**config.mk**
```make
export PLATFORM = sky130hd
export DESIGN_NAME = mips_ctrl_fsm_flat
export DESIGN_NICKNAME = d
export VERILOG_FILES = /design/src/rtl/mips_ctrl_pkg.sv /design/src/rtl/mips_ctrl_fsm_if.sv /design/src/rtl/mips_ctrl_fsm.sv /design/src/flat_wrapper.sv
export SDC_FILE = /design/constraint.sdc
export NUM_CORES = 1
export LEC_CHECK = 0
export ABC_CLOCK_PERIOD_IN_PS = 2600
export BUFFER_PORTS_ARGS = -buffer_cell sky130_fd_sc_hd__buf_2
export CORE_MARGIN = 1
export CORE_UTILIZATION = 45
export CTS_CLUSTER_SIZE = 16
export DETAILED_ROUTE_END_ITERATION = 12
export GPL_ROUTABILITY_DRIVEN = 0
export HOLD_SLACK_MARGIN = 0.12
export PLACE_DENSITY = 0.72
export SLEW_MARGIN = 20
export SYNTH_ARGS = -nofsm -noshare
export SYNTH_HDL_FRONTEND = slang
export SYNTH_SLANG_ARGS = --single-unit
export TNS_END_PERCENT = 10
```
**constraint.sdc**
```tcl
create_clock -name clk -period 2.6 [get_ports clk]
set_clock_uncertainty 0.15 [all_clocks]
set_input_delay 0.52 -clock clk [delete_from_list [all_inputs] [get_ports clk]]
set_output_delay 0.52 -clock clk [all_outputs]
set_load 0.02 [all_outputs]
```
**src/rtl/mips_ctrl_pkg.sv**
```systemverilog
// Shared types and encodings for the multi-cycle MIPS main controller.
// The per-state control word lives here so the top only sequences states.
package mips_ctrl_pkg;

    typedef enum logic [1:0] {
        OP_ADD    = 2'b00,
        OP_RTYPE  = 2'b01,
        OP_ITYPE  = 2'b10,
        OP_BRANCH = 2'b11
    } alu_op_t;

    typedef enum logic [4:0] {
        S_IDLE, S_FETCH, S_FETCH_WAIT, S_DECODE,
        S_EXEC_R, S_WB_R, S_EXEC_I, S_WB_I,
        S_MEM_ADDR, S_MEM_RD, S_MEM_RD_WAIT, S_MEM_WB, S_MEM_WR,
        S_BRANCH, S_JUMP, S_JAL, S_JR, S_HALT
    } state_t;

    localparam logic [5:0] OPC_RTYPE  = 6'h00;
    localparam logic [5:0] OPC_REGIMM = 6'h01;
    localparam logic [5:0] OPC_J      = 6'h02;
    localparam logic [5:0] OPC_JAL    = 6'h03;
    localparam logic [5:0] OPC_BEQ    = 6'h04;
    localparam logic [5:0] OPC_BNE    = 6'h05;
    localparam logic [5:0] OPC_BLEZ   = 6'h06;
    localparam logic [5:0] OPC_BGTZ   = 6'h07;
    localparam logic [5:0] OPC_ADDIU  = 6'h09;
    localparam logic [5:0] OPC_SLTI   = 6'h0A;
    localparam logic [5:0] OPC_SLTIU  = 6'h0B;
    localparam logic [5:0] OPC_ANDI   = 6'h0C;
    localparam logic [5:0] OPC_ORI    = 6'h0D;
    localparam logic [5:0] OPC_XORI   = 6'h0E;
    localparam logic [5:0] OPC_IMM_10 = 6'h10;
    localparam logic [5:0] OPC_LW     = 6'h23;
    localparam logic [5:0] OPC_SW     = 6'h2B;
    localparam logic [5:0] OPC_HALT   = 6'h3F;

    localparam logic [5:0] FUNCT_JR   = 6'h08;

    localparam logic [1:0] SRC_B_REGB    = 2'b00;
    localparam logic [1:0] SRC_B_FOUR    = 2'b01;
    localparam logic [1:0] SRC_B_IMM     = 2'b10;
    localparam logic [1:0] SRC_B_IMM_SH2 = 2'b11;

    localparam logic [1:0] PC_SRC_ALU    = 2'b00;
    localparam logic [1:0] PC_SRC_ALUOUT = 2'b01;
    localparam logic [1:0] PC_SRC_JUMP   = 2'b10;

    typedef struct packed {
        logic       pc_write;
        logic       pc_write_cond;
        logic       ior_d;
        logic       mem_read;
        logic       mem_write;
        logic       ir_write;
        logic       mem_to_reg;
        logic       reg_dst;
        logic       reg_write;
        logic       jump_and_link;
        logic       is_signed;
        logic       alu_src_a;
        logic [1:0] alu_src_b;
        alu_op_t    alu_op;
        logic [1:0] pc_source;
        logic       halted;
    } ctrl_t;

    function automatic logic itype_signed(input logic [5:0] opc);
        return (opc == OPC_ADDIU) || (opc == OPC_IMM_10) ||
               (opc == OPC_SLTI)  || (opc == OPC_SLTIU);
    endfunction

    // Control word a state presents; opc only matters for EXEC_I sign extension.
    function automatic ctrl_t ctrl_for_state(input state_t s, input logic [5:0] opc);
        ctrl_t c;
        c = '0;
        case (s)
            S_FETCH: begin
                c.mem_read  = 1'b1;
                c.alu_src_b = SRC_B_FOUR;
                c.alu_op    = OP_ADD;
                c.pc_source = PC_SRC_ALU;
                c.pc_write  = 1'b1;
            end
            S_FETCH_WAIT: c.ir_write = 1'b1;
            S_DECODE: begin
                c.alu_src_b = SRC_B_IMM_SH2;
                c.is_signed = 1'b1;
            end
            S_EXEC_R: begin
                c.alu_src_a = 1'b1;
                c.alu_op    = OP_RTYPE;
            end
            S_WB_R: begin
                c.reg_dst   = 1'b1;
                c.reg_write = 1'b1;
            end
            S_EXEC_I: begin
                c.alu_src_a = 1'b1;
                c.alu_src_b = SRC_B_IMM;
                c.alu_op    = OP_ITYPE;
                c.is_signed = itype_signed(opc);
            end
            S_WB_I: c.reg_write = 1'b1;
            S_MEM_ADDR: begin
                c.alu_src_a = 1'b1;
                c.alu_src_b = SRC_B_IMM;
                c.is_signed = 1'b1;
            end
            S_MEM_RD: begin
                c.ior_d    = 1'b1;
                c.mem_read = 1'b1;
            end
            S_MEM_WB: begin
                c.mem_to_reg = 1'b1;
                c.reg_write  = 1'b1;
            end
            S_MEM_WR: begin
                c.ior_d     = 1'b1;
                c.mem_write = 1'b1;
            end
            S_BRANCH: begin
                c.alu_src_a     = 1'b1;
                c.alu_op        = OP_BRANCH;
                c.pc_source     = PC_SRC_ALUOUT;
                c.pc_write_cond = 1'b1;
            end
            S_JUMP: begin
                c.pc_source = PC_SRC_JUMP;
                c.pc_write  = 1'b1;
            end
            S_JAL: begin
                c.pc_source     = PC_SRC_JUMP;
                c.pc_write      = 1'b1;
                c.jump_and_link = 1'b1;
                c.reg_write     = 1'b1;
            end
            S_JR: begin
                c.alu_src_a = 1'b1;
                c.alu_op    = OP_RTYPE;
                c.pc_write  = 1'b1;
            end
            S_HALT:  c.halted = 1'b1;
            default: c = '0;
        endcase
        return c;
    endfunction

endpackage

```
**src/rtl/mips_ctrl_fsm_if.sv**
```systemverilog
// IR fields into the controller and datapath control strobes out of it.
interface mips_ctrl_fsm_if;
    logic [5:0]                  ir_opcode;
    logic [5:0]                  ir_funct;
    logic [4:0]                  ir_rt;
    logic                        pc_write;
    logic                        pc_write_cond;
    logic                        ior_d;
    logic                        mem_read;
    logic                        mem_write;
    logic                        ir_write;
    logic                        mem_to_reg;
    logic                        reg_dst;
    logic                        reg_write;
    logic                        jump_and_link;
    logic                        is_signed;
    logic                        alu_src_a;
    logic [1:0]                  alu_src_b;
    mips_ctrl_pkg::alu_op_t      alu_op;
    logic [1:0]                  pc_source;
    logic                        halted;

    modport master (
        input  ir_opcode, ir_funct, ir_rt,
        output pc_write, pc_write_cond, ior_d, mem_read, mem_write, ir_write,
               mem_to_reg, reg_dst, reg_write, jump_and_link, is_signed,
               alu_src_a, alu_src_b, alu_op, pc_source, halted
    );

    modport slave (
        output ir_opcode, ir_funct, ir_rt,
        input  pc_write, pc_write_cond, ior_d, mem_read, mem_write, ir_write,
               mem_to_reg, reg_dst, reg_write, jump_and_link, is_signed,
               alu_src_a, alu_src_b, alu_op, pc_source, halted
    );
endinterface

```
**src/rtl/mips_ctrl_fsm.sv**
```systemverilog
// Multi-cycle MIPS main controller: Moore FSM whose control word is flopped
// from the next state, so each state's outputs appear in that state's cycle.
module mips_ctrl_fsm
    import mips_ctrl_pkg::*;
(
    input  logic             clk,
    input  logic             rst_n,
    mips_ctrl_fsm_if.master  bus
);

    state_t r_state;
    state_t w_next;
    ctrl_t  r_ctrl;
    ctrl_t  w_ctrl;

    always_ff @(posedge clk) begin
        if (!rst_n) begin
            r_state <= S_IDLE;
            r_ctrl  <= '0;
        end else begin
            r_state <= w_next;
            r_ctrl  <= w_ctrl;
        end
    end

    always_comb begin
        w_next = r_state;
        case (r_state)
            S_IDLE:       w_next = S_FETCH;
            S_FETCH:      w_next = S_FETCH_WAIT;
            S_FETCH_WAIT: w_next = S_DECODE;
            S_DECODE: begin
                case (bus.ir_opcode)
                    OPC_RTYPE:  w_next = (bus.ir_funct == FUNCT_JR) ? S_JR : S_EXEC_R;
                    OPC_LW, OPC_SW: w_next = S_MEM_ADDR;
                    OPC_ADDIU, OPC_IMM_10, OPC_SLTI, OPC_SLTIU,
                    OPC_ANDI, OPC_ORI, OPC_XORI: w_next = S_EXEC_I;
                    OPC_BEQ, OPC_BNE, OPC_BLEZ, OPC_BGTZ,
                    OPC_REGIMM: w_next = S_BRANCH;
                    OPC_J:      w_next = S_JUMP;
                    OPC_JAL:    w_next = S_JAL;
                    OPC_HALT:   w_next = S_HALT;
                    // Unknown opcodes retire as a NOP straight back to fetch.
                    default:    w_next = S_FETCH;
                endcase
            end
            S_EXEC_R:      w_next = S_WB_R;
            S_WB_R:        w_next = S_FETCH;
            S_EXEC_I:      w_next = S_WB_I;
            S_WB_I:        w_next = S_FETCH;
            S_MEM_ADDR:    w_next = (bus.ir_opcode == OPC_LW) ? S_MEM_RD : S_MEM_WR;
            S_MEM_RD:      w_next = S_MEM_RD_WAIT;
            S_MEM_RD_WAIT: w_next = S_MEM_WB;
            S_MEM_WB:      w_next = S_FETCH;
            S_MEM_WR:      w_next = S_FETCH;
            S_BRANCH:      w_next = S_FETCH;
            S_JUMP:        w_next = S_FETCH;
            S_JAL:         w_next = S_FETCH;
            S_JR:          w_next = S_FETCH;
            S_HALT:        w_next = S_HALT;
            default:       w_next = S_IDLE;
        endcase
        w_ctrl = ctrl_for_state(w_next, bus.ir_opcode);
    end

    assign bus.pc_write      = r_ctrl.pc_write;
    assign bus.pc_write_cond = r_ctrl.pc_write_cond;
    assign bus.ior_d         = r_ctrl.ior_d;
    assign bus.mem_read      = r_ctrl.mem_read;
    assign bus.mem_write     = r_ctrl.mem_write;
    assign bus.ir_write      = r_ctrl.ir_write;
    assign bus.mem_to_reg    = r_ctrl.mem_to_reg;
    assign bus.reg_dst       = r_ctrl.reg_dst;
    assign bus.reg_write     = r_ctrl.reg_write;
    assign bus.jump_and_link = r_ctrl.jump_and_link;
    assign bus.is_signed     = r_ctrl.is_signed;
    assign bus.alu_src_a     = r_ctrl.alu_src_a;
    assign bus.alu_src_b     = r_ctrl.alu_src_b;
    assign bus.alu_op        = r_ctrl.alu_op;
    assign bus.pc_source     = r_ctrl.pc_source;
    assign bus.halted        = r_ctrl.halted;

endmodule

```
**src/flat_wrapper.sv**
```systemverilog
// flat-port wrapper written by rule: the top's interface ports become plain ports
module mips_ctrl_fsm_flat import mips_ctrl_pkg::*;
  (clk, rst_n, bus_ir_opcode, bus_ir_funct, bus_ir_rt, bus_pc_write, bus_pc_write_cond, bus_ior_d, bus_mem_read, bus_mem_write, bus_ir_write, bus_mem_to_reg, bus_reg_dst, bus_reg_write, bus_jump_and_link, bus_is_signed, bus_alu_src_a, bus_alu_src_b, bus_alu_op, bus_pc_source, bus_halted);
  mips_ctrl_fsm_if bus_i ();
  input  logic clk;
  input  logic rst_n;
  input wire logic [$bits(bus_i.ir_opcode)-1:0] bus_ir_opcode;
  input wire logic [$bits(bus_i.ir_funct)-1:0] bus_ir_funct;
  input wire logic [$bits(bus_i.ir_rt)-1:0] bus_ir_rt;
  output wire logic [$bits(bus_i.pc_write)-1:0] bus_pc_write;
  output wire logic [$bits(bus_i.pc_write_cond)-1:0] bus_pc_write_cond;
  output wire logic [$bits(bus_i.ior_d)-1:0] bus_ior_d;
  output wire logic [$bits(bus_i.mem_read)-1:0] bus_mem_read;
  output wire logic [$bits(bus_i.mem_write)-1:0] bus_mem_write;
  output wire logic [$bits(bus_i.ir_write)-1:0] bus_ir_write;
  output wire logic [$bits(bus_i.mem_to_reg)-1:0] bus_mem_to_reg;
  output wire logic [$bits(bus_i.reg_dst)-1:0] bus_reg_dst;
  output wire logic [$bits(bus_i.reg_write)-1:0] bus_reg_write;
  output wire logic [$bits(bus_i.jump_and_link)-1:0] bus_jump_and_link;
  output wire logic [$bits(bus_i.is_signed)-1:0] bus_is_signed;
  output wire logic [$bits(bus_i.alu_src_a)-1:0] bus_alu_src_a;
  output wire logic [$bits(bus_i.alu_src_b)-1:0] bus_alu_src_b;
  output wire logic [$bits(bus_i.alu_op)-1:0] bus_alu_op;
  output wire logic [$bits(bus_i.pc_source)-1:0] bus_pc_source;
  output wire logic [$bits(bus_i.halted)-1:0] bus_halted;
  assign bus_i.ir_opcode = bus_ir_opcode;
  assign bus_i.ir_funct = bus_ir_funct;
  assign bus_i.ir_rt = bus_ir_rt;
  assign bus_pc_write = bus_i.pc_write;
  assign bus_pc_write_cond = bus_i.pc_write_cond;
  assign bus_ior_d = bus_i.ior_d;
  assign bus_mem_read = bus_i.mem_read;
  assign bus_mem_write = bus_i.mem_write;
  assign bus_ir_write = bus_i.ir_write;
  assign bus_mem_to_reg = bus_i.mem_to_reg;
  assign bus_reg_dst = bus_i.reg_dst;
  assign bus_reg_write = bus_i.reg_write;
  assign bus_jump_and_link = bus_i.jump_and_link;
  assign bus_is_signed = bus_i.is_signed;
  assign bus_alu_src_a = bus_i.alu_src_a;
  assign bus_alu_src_b = bus_i.alu_src_b;
  assign bus_alu_op = bus_i.alu_op;
  assign bus_pc_source = bus_i.pc_source;
  assign bus_halted = bus_i.halted;
  mips_ctrl_fsm u_core (.clk(clk), .rst_n(rst_n), .bus(bus_i));
endmodule
```
==> results.md <==
- Cell Int Power: 0.000527 W
- Vias: 1175
- Max reg flops: 5
- Dpl ws: 0.0833 ns
- Max Cap Viol: 0
- Library cells used by synthesis: 52
- Element type at the critical path start: input pin
- Nets: 198
- Sw Ratio: 0.335
- Top cells by count, synth: 23 x dfxtp_1, 14 x nor2_1, 9 x nor3_1
- Clock Latency Late Sink: 0.31 ns
- Clk sinks: 23
- Iter 0 DRT Violations: 30
- TNS Setup: 0 ns
- Total gr overflow: 0
- Critical Setup Path Class: input pin to register
- P_sw: 0.000265 W
- Gate power share: 0.304
- Post-route ant nets: 0
- Largest net degree at the start of global routing: 15
- Register area share after synthesis: 0.374
- Post-CTS setup buffers: 0
- Hold crit path type: input pin to register
- Seq cells post-synth: 23
- IO Pins: 38
- Reg with most FFs: u_core.r_state
- Initial Util: 0.488
- Final setup margin: 0.372 ns
- Die extent in x: 54.3 µm
- Wire per inst: 13.7 µm
- FFs w/ async S/R, synth: 0
- First-pass GRT wire length: 4.56 mm
- Via-to-Cell Ratio: 5.65
- Period utilization: 0.857
- H-tree levels: 1
- CTS Buf Count: 3
- Arr. time, crit path: 2.28 ns
- Maximum vdd drop: 0.000567 V
- Area leader, netlist: dfxtp_1
- Post-synth top flop: dfxtp_1
- Post-Syn Area: 0.00123 mm²
- Root buf cell: clkbuf_4
- Area contributors post-synth: dfxtp_1 37%, nor2_1 4.3%, nor3_1 3.7%
- Die footprint: 0.00295 mm²
- Leak Pwr: 0.676 nW
- Reg power frac: 0.496
- # fillers: 242
- First-pass iteration count of the detailed router: 4
- Post-synthesis net count: 162
- Initial antenna violation count: 0
- Final WL: 2.86 mm
- Count of flip-flops with a built-in enable after synthesis: 0
- Area of placed instances: 0.00144 mm²
- Final max-slew violation count: 0
- Tmin final: 2.23 ns
- Cells after DPL: 204
- Placement Rows: 18
- CTS Buffer Depth: 2
- Status: complete, no violations
- Clock power share: 0.200
- PortBufs: 32
- Worst path required time: 2.65 ns
- Fraction of layout cells with a size suffix above 1: 0.309
- Design area: 0.00147 mm²
- Vias in the first global route: 1021
- Most frequent cell after synthesis: dfxtp_1
- Critical-path maximum fanout: 12
- Residual DRC: 0
- Hold_buf cts: 0
- CP endpoint kind: register
- PD cells: 540 mW/mm²
- Placeable Area: 0.00252 mm²
- GRT Total Usage: 0.216
- Layout area overhead: 19.2%
- Fmax: 449 MHz
- Final cell count without fillers: 208
- Final setup fails: 0
- Worst relative slew slack: 0.637
- Tightest Pin Transition: 0.541 ns
- Hold slack: 0.351 ns
- N_diodes: 0
- Yosys top cell area share: 0.374
- HPWL Detailed: 2.15 mm
- Cts repair resizes: 0
- Avg Cell Area, Syn: 8.60 µm²
- Clock transition at path regs: 0.12 ns
- Die span in y: 54.3 µm
- Syn Inst Count: 143
- Unrepaired setup endpoints after global routing: no
- Hold Fails Final Rpt: 0
- CTS tree: yes
- Synthesis Warnings: 0
-- area by class of cell --
class / count / area (µm²) / share of cell area
inverters: 8 / 30.0 / 0.0205
well taps: 30 / 37.5 / 0.0256
repair buffers: 41 / 240 / 0.164
clock inverters: 1 / 5.00 / 0.00341
clock buffers: 3 / 22.5 / 0.0154
flip-flops and latches: 23 / 460 / 0.314
multi-input cells: 102 / 671 / 0.457
-- layout by cell type, fill, tap and decap left out, types with 2 or more instances in the layout --
cell type,Yosys,layout
buf_2,4,32
dfxtp_1,23,23
nor2_1,14,14
nor3_1,9,9
inv_1,8,8
nand2_1,8,8
buf_4,1,8
o21ai_0,7,7
nor3b_1,4,4
nand3_1,4,4
a21oi_1,4,4
or3_1,3,3
nor4_1,3,3
clkbuf_4,0,3
a21bo_2,2,2
a221oi_1,2,2
and3_1,2,2
o21ai_1,2,2
o21a_1,2,2
nor4b_1,2,2
xnor2_1,2,2
nand3b_1,2,2
nand4_1,2,2
-- metal layers --
| layer | global-route usage | up-vias | wire [µm] |
|---|---|---|---|
| met5 | 0 | - | 0 |
| met4 | 0.0385 | 0 | 0 |
| met3 | 0.0583 | 0 | 171 |
| met2 | 0.321 | 39 | 1360 |
| met1 | 0.311 | 540 | 1320 |
| li1 | - | 596 | - |
-- final timing paths --
check,from,end,slack (ns),cells past startpoint
setup / recovery,bus_ir_opcode[2],u_core.bus.alu_src_a,0.37,7
setup reg to reg,u_core.r_state[1],u_core.bus.alu_src_a,0.38,6
hold reg to reg,u_core.r_state[2],u_core.bus.reg_write,0.41,2
hold / removal,rst_n,u_core.bus.alu_src_a,0.35,2
-- cells by family after synthesis --
group	count (synthesis)	synth area share
XOR/XNOR	3	0.0214
AND/OR/NAND/NOR	62	0.290
flip-flops	23	0.374
AO/OA/AOI/OAI	37	0.234
buffers and inverters	18	0.0804
-- power by group through the flow --
stage               Clock (W)  Sequential [W]  Combinational [W]
detailed placement          0        0.000400           0.000236
global placement            0        0.000398           0.000230
finish               0.000159        0.000393           0.000241
global route         0.000184        0.000395           0.000265
CTS                  0.000165        0.000392           0.000239
floorplan                   0        0.000418           0.000146
-- critical path: stages --
cell       delay [ns]
buf_2            0.16
nor3_1           0.29
a41oi_1          0.18
a221oi_1         0.34
o2bb2ai_2        0.21
nor4b_1          0.18
a2111o_1         0.40
-- stage by stage --
step	util	total power (W)
floorplan	-	0.000564
global placement	0.570	0.000628
detailed placement	0.570	0.000636
CTS	0.581	0.000796
global route	0.581	0.000844
finish	0.581	0.000793
Power figures use the tool's default switching activity.
